==> config.mk <==
export PLATFORM = sky130hd
export DESIGN_NAME = wb_bram_ctrl
export DESIGN_NICKNAME = d
export VERILOG_FILES = /design/src/rtl/wb_bram_pkg.sv /design/src/rtl/wb_bram_dly_cnt.sv /design/src/rtl/wb_bram_ctrl.sv
export SDC_FILE = /design/constraint.sdc
export NUM_CORES = 1
export LEC_CHECK = 0
export CAP_MARGIN = 20
export CORE_UTILIZATION = 47
export CTS_CLUSTER_DIAMETER = 100
export DETAILED_ROUTE_END_ITERATION = 7
export MAX_ROUTING_LAYER = met4
export PLACE_DENSITY_LB_ADDON = 0.3
export SLEW_MARGIN = 0
export SYNTH_ARGS = -nofsm -noshare
export SYNTH_HDL_FRONTEND = slang
export SYNTH_SLANG_ARGS = --single-unit
==> constraint.sdc <==
create_clock -name CLK -period 3.3 [get_ports CLK]
set_input_delay 0.33 -clock CLK [delete_from_list [all_inputs] [get_ports CLK]]
set_output_delay 0.33 -clock CLK [all_outputs]
set_load 0.01 [all_outputs]
==> src/rtl/wb_bram_pkg.sv <==
// Shared definitions for the Wishbone-to-BRAM bridge: FSM encoding, default
// address window and the wait-counter width.
package wb_bram_pkg;

   localparam int          DLY_W         = 8;
   localparam logic [31:0] DEF_BASE_ADDR = 32'h3800_0000;
   localparam logic [31:0] DEF_ADDR_MASK = 32'hFFC0_0000;

   typedef enum logic [2:0] {
      S_IDLE   = 3'd0,
      S_WAIT   = 3'd1,
      S_ACCESS = 3'd2,
      S_RESP   = 3'd3,
      S_DONE   = 3'd4
   } state_e;

   function automatic logic addr_hit(input logic [31:0] adr,
                                     input logic [31:0] base,
                                     input logic [31:0] mask);
      return (adr & mask) == (base & mask);
   endfunction

endpackage

==> src/rtl/wb_bram_dly_cnt.sv <==
// Wait-cycle counter: clear, load or increment; tc_o flags the last wait cycle
// (count == DELAYS-1).
module wb_bram_dly_cnt
   import wb_bram_pkg::*;
#(
   parameter int DELAYS = 10
) (
   input  logic             CLK,
   input  logic             RST,
   input  logic             clr_i,
   input  logic             ld_i,
   input  logic [DLY_W-1:0] ld_val_i,
   input  logic             inc_i,
   output logic [DLY_W-1:0] cnt_o,
   output logic             tc_o
);

   localparam logic [DLY_W-1:0] TC_VAL = (DELAYS > 0) ? DLY_W'(DELAYS - 1) : '0;

   logic [DLY_W-1:0] cnt_q;

   always_ff @(posedge CLK) begin
      if (RST) begin
         cnt_q <= '0;
      end else if (clr_i) begin
         cnt_q <= '0;
      end else if (ld_i) begin
         cnt_q <= ld_val_i;
      end else if (inc_i) begin
         cnt_q <= cnt_q + 1'b1;
      end
   end

   assign cnt_o = cnt_q;
   assign tc_o  = (cnt_q == TC_VAL);

endmodule

==> src/rtl/wb_bram_ctrl.sv <==
// Wishbone B4 classic slave in front of a single-port 32-bit BRAM, inserting
// DELAYS wait cycles before every access to emulate slow external memory.
module wb_bram_ctrl
   import wb_bram_pkg::*;
#(
   parameter int          DELAYS    = 10,
   parameter logic [31:0] BASE_ADDR = DEF_BASE_ADDR,
   parameter logic [31:0] ADDR_MASK = DEF_ADDR_MASK,
   parameter int          N         = 10
) (
   input  logic             CLK,
   input  logic             RST,
   input  logic             wbs_cyc_i,
   input  logic             wbs_stb_i,
   input  logic             wbs_we_i,
   input  logic [3:0]       wbs_sel_i,
   input  logic [31:0]      wbs_adr_i,
   input  logic [31:0]      wbs_dat_i,
   output logic             wbs_ack_o,
   output logic [31:0]      wbs_dat_o,
   output logic [3:0]       bram_we,
   output logic             bram_en,
   output logic [31:0]      bram_di,
   output logic [31:0]      bram_a,
   input  logic [31:0]      bram_do,
   output logic [2:0]       dbg_state_o,
   output logic [DLY_W-1:0] dbg_cnt_o
);

   localparam bit HAS_WAIT = (DELAYS > 0);

   // Handshake: a transfer is claimed when cyc & stb & window hit are seen in
   // IDLE; exactly one single-cycle ack follows unless cyc drops first.
   state_e         state_q;
   logic           we_q;
   logic [3:0]     sel_q;
   logic [31:0]    dat_q;
   logic [N-1:0]   adr_q;
   logic           ack_q;
   logic [31:0]    rdat_q;
   logic           bram_en_q;
   logic [3:0]     bram_we_q;
   logic [31:0]    bram_di_q;
   logic [N-1:0]   bram_a_q;

   logic           hit;
   logic           cnt_clr;
   logic           cnt_inc;
   logic           cnt_tc;

   assign hit     = wbs_cyc_i & wbs_stb_i & addr_hit(wbs_adr_i, BASE_ADDR, ADDR_MASK);
   assign cnt_clr = (state_q == S_IDLE) & hit;
   assign cnt_inc = (state_q == S_WAIT);

   wb_bram_dly_cnt #(
      .DELAYS(DELAYS)
   ) u_dly_cnt (
      .CLK      (CLK),
      .RST      (RST),
      .clr_i    (cnt_clr),
      .ld_i     (1'b0),
      .ld_val_i ('0),
      .inc_i    (cnt_inc),
      .cnt_o    (dbg_cnt_o),
      .tc_o     (cnt_tc)
   );

   always_ff @(posedge CLK) begin
      if (RST) begin
         state_q   <= S_IDLE;
         we_q      <= 1'b0;
         sel_q     <= '0;
         dat_q     <= '0;
         adr_q     <= '0;
         ack_q     <= 1'b0;
         rdat_q    <= '0;
         bram_en_q <= 1'b0;
         bram_we_q <= '0;
         bram_di_q <= '0;
         bram_a_q  <= '0;
      end else begin
         // Enable, byte writes and ack are single-cycle pulses by default.
         bram_en_q <= 1'b0;
         bram_we_q <= '0;
         ack_q     <= 1'b0;
         case (state_q)
            S_IDLE: begin
               if (hit) begin
                  we_q  <= wbs_we_i;
                  sel_q <= wbs_sel_i;
                  dat_q <= wbs_dat_i;
                  adr_q <= wbs_adr_i[N+1:2];
                  if (HAS_WAIT) begin
                     state_q <= S_WAIT;
                  end else begin
                     state_q   <= S_ACCESS;
                     bram_en_q <= 1'b1;
                     bram_a_q  <= wbs_adr_i[N+1:2];
                     bram_we_q <= wbs_we_i ? wbs_sel_i : 4'b0000;
                     bram_di_q <= wbs_dat_i;
                  end
               end
            end
            S_WAIT: begin
               if (!wbs_cyc_i) begin
                  state_q <= S_IDLE;
               end else if (cnt_tc) begin
                  state_q   <= S_ACCESS;
                  bram_en_q <= 1'b1;
                  bram_a_q  <= adr_q;
                  bram_we_q <= we_q ? sel_q : 4'b0000;
                  bram_di_q <= dat_q;
               end
            end
            S_ACCESS: begin
               state_q <= wbs_cyc_i ? S_RESP : S_IDLE;
            end
            S_RESP: begin
               // BRAM read data is valid here, one cycle after the enable.
               if (!wbs_cyc_i) begin
                  state_q <= S_IDLE;
               end else begin
                  ack_q   <= 1'b1;
                  rdat_q  <= we_q ? 32'h0 : bram_do;
                  state_q <= S_DONE;
               end
            end
            S_DONE: begin
               state_q <= S_IDLE;
            end
            default: begin
               state_q <= S_IDLE;
            end
         endcase
      end
   end

   assign wbs_ack_o   = ack_q;
   assign wbs_dat_o   = rdat_q;
   assign bram_en     = bram_en_q;
   assign bram_we     = bram_we_q;
   assign bram_di     = bram_di_q;
   assign bram_a      = {{(32-N){1'b0}}, bram_a_q};
   assign dbg_state_o = state_q;

endmodule

==> results_dict.tcl, run 1 <==
set metrics [dict create \
    area.sequential_sq_um 2760 \
    wirelength_mm 11.7 \
    cts.sinks 138 \
    fin_tns_setup_ns 0 \
    crit_path_start "u_dly_cnt.cnt_o[1]" \
    arrival_ns 2.16 \
    grt_max_degree 79 \
    hp-class "in -> reg" \
    wl_met2_mm 5.81 \
    diodes 0 \
    fp.dieH_um 110 \
    clk_path_buf_depth 2 \
    reg2reg_to "bram_a_q[5]" \
    worstSetupEndpointType "flop" \
    synth.avg_cell_area_sq_um 10.8 \
    worstMarginPinSlew_ns 0.606 \
    final_net_count 790 \
    place_area_sq_um 7250 \
    placedCellCount 807 \
    synthCells 508 \
    clkTransAtPathRegs_ns 0.05 \
    cts_tree "yes" \
    ys_warn_count 0 \
    p_leak_nw 3.20 \
    rows 39 \
    postCtsHoldBufs 0 \
    track_usage_pct 20.7 \
    pre_cts_ws_ns 1.16 \
    hold_violations 0 \
    rr_startpoint "u_dly_cnt.cnt_o[1]" \
    clock-root-buffer "clkbuf_16" \
    wl_met1_mm 4.87 \
    instances_no_fill 839 \
    rsz0062_at_grt "no" \
    initialDrtViolationCount 205 \
    total_power_mw 3.80 \
    ios 218 \
    yosysUniqueCellTypes 36 \
    rrSetupSlack_ns 1.43 \
    via_count 4100 \
    wl_per_cell_um 14.0 \
    async_reset_ff_share_pct 0 \
    htree_levels 4 \
    area_growth_pct 44.0 \
    fill_cells 868 \
    final_antenna_net_count 0 \
    grt-ovfl-total 0 \
    report.final.slew_viol_count 0 \
    max_slew_margin_pct 59.6 \
    cp-endpoint "bram_a_q[5]" \
    dieWidth_um 110 \
    portBuffers 183 \
    core-area_sq_um 11400 \
    fmax_ghz 0.536 \
    gp_congestion 0.695 \
    max-cap-violations 0 \
    highest_layer "met4" \
    ys_ff_latch 138 \
    power.density_nw_per_um2 483 \
    wl_met3_um 786 \
    layout-drive-gt1-share_pct 6.75 \
    grt_pass1_vias 3946 \
    cp-start-kind "flop" \
    place_hpwl_mm 7.92 \
    initial_utilization_pct 48.1 \
    post-route-period-util_pct 56.6 \
    viasPerCell 4.89 \
    drt_pass1_iterations 4 \
    cts_resized 0 \
    required_ns 3.59 \
    synthesis.area_sq_um 5470 \
    grt_pass1_wl_mm 18.2 \
    vdd_drop_max_v 0.000533 \
    synth_top_flop_cell "dfxtp_1" \
    min_period_ns 1.87 \
    drc 0 \
    crit_type "reg -> reg" \
    seq_area_frac_synth_pct 50.5 \
    numCtsBuffers 17 \
    setup_viol 0 \
    rr_worst_depth 7 \
    multi_input_area_sq_um 2410 \
    status "complete, no violations" \
    cts_setup_buffers 0 \
    final_area_sq_um 7880 \
    antenna_found_initial 0 \
    path_max_fanout 28 \
    synth-edff-count 0 \
    die_area_sq_um 12100 \
    setup_slack_ns 1.43 \
    worst_skew_pair.late_latency_ns 0.42 \
    skew_ns 0.00642 \
]
==> final cells by class <==
type,count,area share [%]
sequential,138,35.1
inverter,1,0.0476
clock inverter,5,0.985
multi-input combinational,335,30.6
tap,143,2.27
timing repair buffer,190,24.0
clock buffer,27,7.02
==> how the worst min path moves through the flow <==
stage,cells after the start,endpoint,start
6_report,2,bram_di[31],RST
5_1_grt,2,bram_di[7],RST
4_1_cts,2,bram_di[31],RST
3_5_place_dp,1,bram_we[0],sel_q[0]
3_3_place_gp,1,bram_we[2],sel_q[2]
2_1_floorplan,1,bram_we[0],sel_q[0]
==> logic make-up after synthesis <==
family	Yosys count	share of synthesized area [%]
AND/OR/NAND/NOR	178	18.7
flip-flops	138	50.5
multiplexers	89	16.3
buffers and inverters	56	7.09
AO/OA/AOI/OAI	37	5.76
XOR/XNOR	7	1.12
adder cells (fa/ha/maj)	2	0.457
other	1	0.0685
==> worst max-delay path, cell delays in order (launching register included) <==
cell and delay (ns):
dfxtp_1 0.40, inv_1 0.06, ha_1 0.18, nor4b_2 0.17, nand4_1 0.15, buf_4 0.45
mux2i_1 0.26, nor2_1 0.06
==> cells in the mapped netlist, drive strengths merged, types with 2 or more instances <==
| master | count | area (sq um) |
|---|---|---|
| nor2 | 50 | 195 |
| dfxtp | 138 | 2760 |
| nor3b | 3 | 38.8 |
| nand2b | 94 | 588 |
| nand4 | 6 | 43.8 |
| nand2 | 3 | 11.3 |
| mux2i | 89 | 891 |
| nor3 | 8 | 40.0 |
| and3 | 2 | 12.5 |
| ha | 2 | 25.0 |
| a22o | 32 | 280 |
| a21boi | 2 | 15.0 |
| clkbuf | 14 | 52.6 |
| xor2 | 6 | 52.6 |
| buf | 41 | 332 |
| nor2b | 3 | 18.8 |
| and2 | 4 | 25.0 |
==> routing by layer <==
layer | GRT usage, % | vias to the layer above
li1 | - | 2021
met1 | 22.3 | 1934
met2 | 32.8 | 121
met3 | 8.77 | 24
met4 | 9.90 | 0
met5 | - | -
==> through the flow <==
step           hold WS [ns]  util (%)
2_1_floorplan         0.431         -
3_5_place_dp          0.440      63.8
5_1_grt               0.432      69.3
6_report              0.408      69.3
4_1_cts               0.400      69.3
3_3_place_gp          0.440      63.8
==> registers in the layout, indices dropped and copies added (netlist names) <==
signal,cells
wbs_ack_o,1
wbs_dat_o,32
dbg_state_o,3
bram_di,32
bram_we,4
sel_q,4
bram_a_q,10
adr_q,10
we_q,1
bram_en,1
dat_q,32
u_dly_cnt.cnt_o,8
==> report_power, final <==
part           internal, mW  switching [mW]  total [mW]  leakage (nW)
Clock                  1.29           0.660        1.95         0.312
Combinational         0.122          0.0646       0.186          1.78
Sequential             1.67       0.0000698        1.67          1.11
==> layout by cell type, fill, tap and decap left out, types with 2 or more instances in the layout <==
cell,n
nand2_1,3
conb_1,22
nor3_1,7
and3_1,2
nand4_1,5
a21boi_0,2
mux2i_1,89
clkinv_2,2
and2_1,4
ha_1,2
clkbuf_16,17
buf_4,7
dfxtp_1,138
bufinv_16,2
clkdlybuf4s50_1,182
nand2b_1,94
nor2_1,49
clkbuf_8,9
a22o_1,32
nor2b_1,2
xor2_1,6
(Power assumes the default switching activity.)
==> run 2: changes to the inputs <==
Settings changed: CORE_UTILIZATION 47 to 43.
Clock period 3.3 ns to 1.9 ns, I/O delays scaled along.
==> run 2 against run 1 <==
Sequential power rose by 73%. Register-to-register slack got worse by 1.3 ns. Maximum frequency increased by 6.4%. Combinational power is 79% higher. Routed wire length increased by 4.9%. Critical path depth unchanged. Critical path type unchanged. Critical endpoint is now bram_di[7]. Highest routed layer unchanged.
==> results_dict.tcl, run 2 (same netlist as run 1, synthesis figures left out) <==
set metrics [dict create \
    dieWidth_um 115 \
    whs_ns 0.145 \
    crit_chain "inv_1 > ha_1 > nor4b_2 > nand4_1 > buf_6 > mux2i_1 > nor2_1" \
    rsz0062_at_grt "no" \
    crit_family "buffers and inverters" \
    placedCellCount 840 \
    cp-start-kind "flop" \
    worst_skew_pair.late_latency_ns 0.41 \
    cts_resized 1 \
    final_area_sq_um 8030 \
    crit_path_start "u_dly_cnt.cnt_o[1]" \
    grt_max_degree 54 \
    track_usage_pct 19.6 \
    p_leak_nw 3.26 \
    grtUsageMet3_pct 6.54 \
    wl_per_cell_um 14.1 \
    max-cap-violations 0 \
    vdd_drop_max_v 0.000542 \
    initial_utilization_pct 44.8 \
    fp.dieH_um 115 \
    drt_pass1_iterations 4 \
    grt.busiest_layer "met2" \
    setup_viol 0 \
    diodes 0 \
    antenna_found_initial 0 \
    post-route-period-util_pct 92.3 \
    die_area_sq_um 13200 \
    min_period_ns 1.75 \
    place_area_sq_um 7390 \
    rows 40 \
    final_net_count 798 \
    rr_startpoint "u_dly_cnt.cnt_o[1]" \
    numCtsBuffers 17 \
    fin_tns_setup_ns 0 \
    power.density_nw_per_um2 839 \
    arrival_ns 2.03 \
    cts_setup_buffers 0 \
    initialDrtViolationCount 209 \
    viasPerCell 4.69 \
    via_count 4090 \
    core-area_sq_um 12200 \
    area_growth_pct 46.7 \
    clkTransAtPathRegs_ns 0.06 \
    hold_violations 0 \
    fill_cells 1018 \
    grt_pass1_wl_mm 19.3 \
    htree_levels 4 \
    final_antenna_net_count 0 \
    crit_type "reg -> reg" \
    required_ns 2.18 \
    critPathBufInv 2 \
    wirelength_mm 12.3 \
    clock-root-buffer "clkbuf_16" \
    gp_congestion 0.763 \
    worstSetupEndpointType "flop" \
    layout.cells.most_common_list "clkdlybuf4s50_1, dfxtp_1, nand2b_1" \
    grt_pass1_vias 4074 \
    report.final.slew_viol_count 0 \
    cts_tree "yes" \
    place_hpwl_mm 8.65 \
    reg2reg_to "bram_di[7]" \
    cp_num_cells 7 \
    grt_use_met2_pct 33.7 \
    cp_slowest_stage_delay_ns 0.38 \
    clk_path_buf_depth 2 \
    cp_slowest_cell "buf_6" \
    rrSetupSlack_ns 0.15 \
    portBuffers 183 \
    met1_usage_pct 21.0 \
    skew_ns 0.00594 \
    rr_worst_depth 7 \
    hp-class "in -> reg" \
    drc 0 \
    final_common_cell "clkdlybuf4s50_1" \
    instances_no_fill 872 \
    path_max_fanout 32 \
    postCtsHoldBufs 0 \
    grt-ovfl-total 0 \
    layout-drive-gt1-share_pct 7.67 \
    cts.sinks 138 \
    ios 218 \
    cp-endpoint "bram_di[7]" \
    fmax_ghz 0.570 \
    status "complete, no violations" \
]
-- run 2: cell types whose count changed in the layout (fill, tap and decap cells not counted), sizes merged --
cell and change:
clkbuf -8, buf +8, clkinv +5, bufinv +3
-- run 2: power breakdown --
group	switching (mW)	internal, mW
sequential	0.000112	2.89
combinational	0.116	0.217
clock	1.19	2.32
total	1.30	5.43
-- run 2: layout make-up --
type | count | area, sq um | area share (%)
inverters | 1 | 3.75 | 0.0468
flip-flops and latches | 138 | 2760 | 34.4
clock buffers | 19 | 433 | 5.39
clock inverters | 13 | 200 | 2.49
repair buffers | 198 | 2010 | 25.0
multi-input cells | 335 | 2410 | 30.0
well taps | 168 | 210 | 2.62
-- run 2: metrics by stage --
| stage | total power, mW | setup WS (ns) | utilization [%] |
|---|---|---|---|
| global placement | 3.28 | 0.0170 | 60.5 |
| global route | 6.96 | 0.00787 | 65.7 |
| CTS | 6.82 | 0.115 | 65.7 |
| floorplan | 3.11 | 0.319 | - |
| finish | 6.73 | 0.146 | 65.7 |
| detailed placement | 3.29 | -0.0322 | 60.5 |
-- run 2: how the worst min path moves through the flow --
stage / start / endpoint / slack (ns) / cells past startpoint
6_report: RST / bram_di[30] / 0.14 / 2
5_1_grt: RST / bram_di[30] / 0.16 / 2
4_1_cts: RST / bram_di[23] / 0.13 / 2
3_5_place_dp: sel_q[1] / bram_we[1] / 0.45 / 1
3_3_place_gp: sel_q[2] / bram_we[2] / 0.44 / 1
2_1_floorplan: wbs_cyc_i / dbg_state_o[1] / 0.30 / 2
-- run 2: routing by layer --
layer / vias to the layer above / routed length (um)
met4: 0 / 158
li1: 2034 / -
met1: 1925 / 5090
met5: - / 0
met3: 16 / 758
met2: 115 / 6300
